`src/rtl/regfile_wb_trace.sv`:
```
// Integer register file with write-through read bypass, merged with the
// writeback debug trace stage and a 64-bit retired-instruction counter.
module regfile_wb_trace #(
  parameter int XLEN         = 32,
  parameter int RLEN         = 32,
  parameter int NRD          = 2,
  parameter int WARMUP       = 4,
  parameter int FLUSH_SHADOW = 2
) (
  input  logic                CLK,
  input  logic                RES,
  input  logic                HLT,
  input  logic                FLUSH,
  input  logic                WB_VALID,
  input  logic [4:0]          WB_RD,
  input  logic [XLEN-1:0]     WB_DATA,
  input  logic [31:0]         WB_PC,
  input  logic [NRD*5-1:0]    RADDR,
  output logic [NRD*XLEN-1:0] RDATA,
  output logic                debug_wb_have_inst,
  output logic [31:0]         debug_wb_pc,
  output logic                debug_wb_ena,
  output logic [4:0]          debug_wb_reg,
  output logic [XLEN-1:0]     debug_wb_value,
  output logic [63:0]         instret
);

  localparam int AW = $clog2(RLEN);

  logic [XLEN-1:0]         regs [RLEN];
  logic                    rd_ok;
  logic                    wen;
  logic [3:0]              cnt;
  logic                    warm;
  logic [FLUSH_SHADOW-1:0] fh;
  logic [FLUSH_SHADOW-1:0] fh_next;

  assign rd_ok = (WB_RD != 5'd0) && ({1'b0, WB_RD} < 6'(RLEN));
  assign wen   = !RES && !HLT && WB_VALID && rd_ok;
  assign warm  = (cnt == 4'(WARMUP));

  genvar k;
  generate
    for (k = 0; k < NRD; k++) begin : g_rd
      logic [4:0] addr;
      logic       addr_ok;
      assign addr    = RADDR[5*k +: 5];
      assign addr_ok = (addr != 5'd0) && ({1'b0, addr} < 6'(RLEN));
      assign RDATA[XLEN*k +: XLEN] = !addr_ok                    ? '0 :
                                     (wen && (WB_RD == addr))    ? WB_DATA :
                                                                   regs[addr[AW-1:0]];
    end

    // A single-bit history degenerates to the current FLUSH.
    if (FLUSH_SHADOW == 1) begin : g_fh1
      assign fh_next = FLUSH;
    end else begin : g_fhn
      assign fh_next = {fh[FLUSH_SHADOW-2:0], FLUSH};
    end
  endgenerate

  always_ff @(posedge CLK) begin
    if (RES) begin
      for (int i = 0; i < RLEN; i++) regs[i] <= '0;
    end else if (wen) begin
      regs[WB_RD[AW-1:0]] <= WB_DATA;
    end
  end

  always_ff @(posedge CLK) begin
    if (RES) begin
      debug_wb_pc    <= '0;
      debug_wb_ena   <= 1'b0;
      debug_wb_reg   <= '0;
      debug_wb_value <= '0;
    end else if (HLT) begin
      debug_wb_ena   <= 1'b0;
    end else begin
      debug_wb_pc    <= WB_PC;
      debug_wb_ena   <= WB_VALID;
      debug_wb_reg   <= WB_RD;
      debug_wb_value <= (WB_VALID && rd_ok) ? WB_DATA : '0;
    end
  end

  // fh is compared before its update, which delays the shadow by one cycle.
  always_ff @(posedge CLK) begin
    if (RES) begin
      cnt                <= '0;
      fh                 <= '0;
      debug_wb_have_inst <= 1'b0;
      instret            <= '0;
    end else begin
      if (!warm) cnt <= cnt + 4'd1;
      fh                 <= fh_next;
      debug_wb_have_inst <= warm && !HLT && (fh == '0);
      if (debug_wb_have_inst) instret <= instret + 64'd1;
    end
  end

endmodule

```
`config.mk`:
```
export PLATFORM = sky130hd
export DESIGN_NAME = regfile_wb_trace
export DESIGN_NICKNAME = d
export VERILOG_FILES = /design/src/rtl/regfile_wb_trace.sv
export SDC_FILE = /design/constraint.sdc
export NUM_CORES = 2
export LEC_CHECK = 0
export CAP_MARGIN = 20
export CORE_UTILIZATION = 30
export DETAILED_ROUTE_END_ITERATION = 8
export SLEW_MARGIN = 5
export SYNTH_ARGS = -nofsm -noshare
export SYNTH_HDL_FRONTEND = slang
export SYNTH_SLANG_ARGS = --single-unit
```
`constraint.sdc`:
```
create_clock -name CLK -period 2.9 [get_ports CLK]
set_input_delay 0.29 -clock CLK [delete_from_list [all_inputs] [get_ports CLK]]
set_output_delay 0.29 -clock CLK [all_outputs]
set_load 0.01 [all_outputs]
```
-- Word level (Yosys, flattened, before mapping)
Memories as Yosys holds them, arrays and structs flattened.
Index checks and enable logic that the tools add are counted.
- flip-flop bits (word level): 141
- memory bits (writable): 1024
- input port bits: 84
- output and inout port bits: 199
- word-level logic and storage cells: 43
- memories: 1
- $add $sub $neg: 2
- eq/ne operators: 3
- muxes and demuxes: 13
- reduce and logical (&&, ||, !) cells: 16
- memory list (memory ; depth ; bits a word ; rd ports ; clocked after memory_dff ; write ports ; line ; RTL):
    regs ; 32 ; 32 ; 2 ; 0 ; 32 ; 30 ; logic [XLEN-1:0] regs [RLEN];
- operator list (operator ; count):
    32-bit 2-to-1 mux ; 6
    64-bit by 1-bit adder with 64-bit output (second input constant) ; 1
    32-bit OR reduction ; 1
    5-bit nonzero test ; 3
    5-bit == test ; 2
    1-bit logical AND ; 8
    1-bit 2-to-1 mux ; 6
    5-bit 2-to-1 mux ; 1
    4-bit by 1-bit adder with 4-bit output (second input constant) ; 1
    4-bit by 3-bit == test with 1-bit output (second input constant) ; 1
    1-bit logical NOT ; 2
    2-bit logical NOT ; 1
    2-bit OR reduction ; 1

-- Logic depth before layout (Yosys ltp)
- depth after elaboration: 9
- mapped depth: 10

-- Worst setup path after synthesis
OpenSTA, ideal clock, no wires.
- kind: input to output
- start: in RADDR[0]
- end: out RDATA[22]
- arrival: 2.180 ns
- required time: 2.610 ns
- path slack: 0.430 ns
- cell stages on the path: 6
- buffers on the path: 2
- cells stage by stage: buf_2 > buf_1 > mux4_2 > a211oi_1 > a21oi_1 > a221o_1
- cells in the longest elaborated chain, start to end: 4
- elaborated cells on any way between the ends: 6
- classes of those cells: eq/ne (1); mux (2); reduce/logical (2); memory (1)
- RTL lines (what ; line ; RTL):
    from (decl) ; 18 ; input logic [NRD*5-1:0] RADDR,
    parallel branches: the longest is 3 deep, another holds memory read 32 x 32 bit ; - ;
    32-bit 2-to-1 mux * ; 49 ; assign RDATA[XLEN*k +: XLEN] = !addr_ok ? '0 :
    to (decl) ; 19 ; output logic [NRD*XLEN-1:0] RDATA,
Every way passes the cells marked *.

==> impl_metrics.yaml <==
clock_network:
  cts_root_buf: "clkbuf_16"
  clkTransAtPathRegs_ns: 0.06
  cts_sinks: 1165
  cts_made_buffers: 139
  cts_htree_levels: 4
  clock_path_buffers: 3
  clk_latency_ns: 0.80
  cts_tree: "yes"
critical_path:
  cp.depth: 7
  path_cells: "mux4_2, and2_4, a211oi_4, buf_6, a211oi_2, a211o_1, buf_2"
  regToRegEndpoint: "instret[57]$_SDFFE_PP0P_"
  cp.required_ns: 2.61
  end_kind: "output port"
  arrival_ns: 2.82
  crit_buf_inv: 2
  reg2reg_depth: 5
  r2r_start: "debug_wb_have_inst$_SDFF_PP0_"
  critPathLaunch: "regs[0][10]$_SDFFCE_PN0P_"
  critPathTopFamily: "compound AO/OA/AOI/OAI gates"
  crit_path_max_fanout: 2
  cp_slowest_stage_delay_ns: 0.47
  critPathKind: "reg -> out"
  crit_path_start_kind: "flop"
  regToRegSetupSlack_ns: 0.48
  critPathSlowestCell: "mux4_2"
place:
  gp_congestion: 0.990
  place_area_um2: 72700
  place_hpwl_um: 176000
  io_buffer_count: 282
grt:
  grt_pass1_wl_um: 350000
  first_global_vias: 45477
  grt_overflow_total: 0
  antenna_found_initial: 12
  grt_max_degree: 77
  track_usage_pct: 24.1
sta:
  rsz0062_at_grt: "true"
  hold_violations: 0
  min_period_ns: 3.11
  slew_headroom_pct: 37.1
  worst_pin_slew_ns: 0.944
  finalCritPeriodShare_pct: 107
  drv_slew: 0
  skew_ns: 0.0227
  fmax_ghz: 0.321
  layout_setup_ws_ns: -0.211
  setup_viol: 31
  tns_ns: -2.51
floorplan:
  die_w_um: 454
  start_util_pct: 30.2
  die_h_um: 454
  die_area_um2: 206000
  rows: 165
  io_pins: 283
  core_area_um2: 203000
synth:
  synth_cells: 4532
  ys.flop_type: "edfxtp_1"
  yosysUniqueCellTypes: 70
  synth_edf_count: 1024
  ys_ff_latch: 1165
  syn_area_um2: 61300
  ys_seq_area_share_pct: 54.8
  async_flop_share_pct: 0
  synthDominantCellAreaShare_pct: 50.2
  syn_area_per_cell_um2: 13.5
  synth_top_cell_by_area: "edfxtp_1"
  ys.warnings.count: 0
  ys_top_cells_by_area: "edfxtp_1 50%, mux4_2 14%, and2_1 9.8%"
cells_and_area:
  largest_reg_flops: 1024
  fill_cells: 18769
  drive_gt1_share_pct: 33.0
  final_area_um2: 79300
  post-route-util_pct: 39.2
  final_nets: 5359
  areaGrowthSynthToFinish_pct: 29.5
  reg_top3: "regs x1024, instret x64"
  regMostFlops: "regs"
status:
  failed_checks: "setup timing"
  status: "finished, violations left"
run:
  max_cap_violations: 0
power_and_ir_drop:
  p_per_area_nw_per_um2: 553
  p_total_mw: 43.9
  p_leak_nw: 28.3
  peakVddDrop_v: 0.000640
hold_path:
  whs_endpoint: "debug_wb_reg[3]$_SDFFE_PP0N_"
  hp-start: "WB_RD[3]"
  hold_class: "in -> reg"
  holdPathStages: 4
drt:
  drt_first_pass_iters: 5
  routed_wl_um: 253000
  drt_iter0_drc: 5488
  vias: 45918
  antenna_left: 0
  wl_per_cell_um: 31.4
  via_per_inst: 5.70
  drcViolationCount: 0
-- report_power, final --
part           internal [mW]  switching, mW  leakage [nW]
clock                   10.1           7.51          2.18
combinational           2.99           3.83          15.2
sequential              19.1          0.447          10.9
total                   32.1           11.8          28.3
-- cell usage in the layout, fill, tap and decap left out, types with 52 or more instances in the layout --
cell type and n:
a22oi_1 52, a21oi_1 60, and2_1 939, clkdlybuf4s50_1 201
buf_2 54, nand2_1 63, nor3_1 106, mux4_2 383
buf_4 580, dfxtp_1 141, buf_12 133, clkbuf_16 144
edfxtp_1 1024, nor2_1 156, mux2i_1 289
-- Yosys cell counts, types with 18 or more instances --
| library cell | count |
|---|---|
| edfxtp_1 | 1024 |
| and2_1 | 963 |
| mux4_2 | 383 |
| clkbuf_1 | 329 |
| mux2i_1 | 301 |
| nor2_1 | 194 |
| dfxtp_1 | 141 |
| nor3_1 | 132 |
| a21oi_1 | 87 |
| a211oi_1 | 85 |
| buf_2 | 78 |
| nand2_1 | 63 |
| a221oi_1 | 61 |
| a22oi_1 | 60 |
| o22ai_1 | 47 |
| o21ai_0 | 44 |
| or2_2 | 43 |
| a221o_1 | 40 |
| mux2_2 | 38 |
| nand3_1 | 30 |
| buf_4 | 29 |
| a211o_1 | 28 |
| xnor2_1 | 27 |
| o31ai_1 | 25 |
| buf_1 | 23 |
| or4_1 | 23 |
| nand2b_1 | 22 |
| nand4_1 | 19 |
| nor4_1 | 19 |
| or3_1 | 18 |
-- per-layer routing --
layer / wire length (µm) / up-vias / part of all wire, % / track usage [%]
met5: 11 / - / 0.0043 / 0
met4: 18100 / 2 / 7.1 / 15.1
met3: 25000 / 615 / 9.9 / 5.30
met2: 117000 / 2844 / 46 / 38.3
met1: 93300 / 23618 / 37 / 29.7
li1: - / 18839 / - / -
-- logic make-up after synthesis --
family	share of synthesized area, %
other cells	0.00612
simple gates	15.0
fa+ha+maj	0.0613
xor+xnor	0.572
compound gates	6.54
buf+inv	3.34
flops	54.8
mux	19.7
-- worst max-delay path by stage --
stage | end | slack (ns)
floorplan | RDATA[22] | 0.43
global placement | RDATA[26] | -1.46
detailed placement | RDATA[31] | -1.09
CTS | RDATA[42] | -0.20
global route | RDATA[2] | -0.26
finish | RDATA[42] | -0.21
-- through the flow --
stage	setup WS (ns)	hold slack, ns	std cells
after floorplan	0.430	0.418	4563
after global placement	-1.46	0.439	7763
after detailed placement	-1.09	0.464	7763
after CTS	-0.197	0.00486	8034
after global routing	-0.258	0.0322	8054
final	-0.211	0.0193	8061
-- repair_timing --
item / 4_1_cts / 5_1_grt
endpoints found under the hold margin: 1 / 0
hold buffers: 1 / 0
resized for setup: 594 / 61
cloned: 2 / 1
pin swaps: 171 / 35
setup buffers: 44 / 20
endpoints found under the setup margin: 64 / 57
-- area by class of cell --
class	count	area (µm²)	share of cell area (%)
antenna	9	22.5	0.0284
clock buffer	177	3730	4.70
clock inverter	72	731	0.921
inverter	19	80.1	0.101
multi-input combinational	2916	27800	35.0
sequential	1165	33600	42.3
tap	2672	3340	4.22
timing repair buffer	1031	10100	12.7
-- worst register-to-register path, stage by stage, from the launching register on --
cell,delay [ns]
dfxtp_1,0.54
nand4_2,0.31
nor4_4,0.57
nand4_4,0.25
or4_1,0.52
a21oi_1,0.15
(Power assumes the default switching activity.)
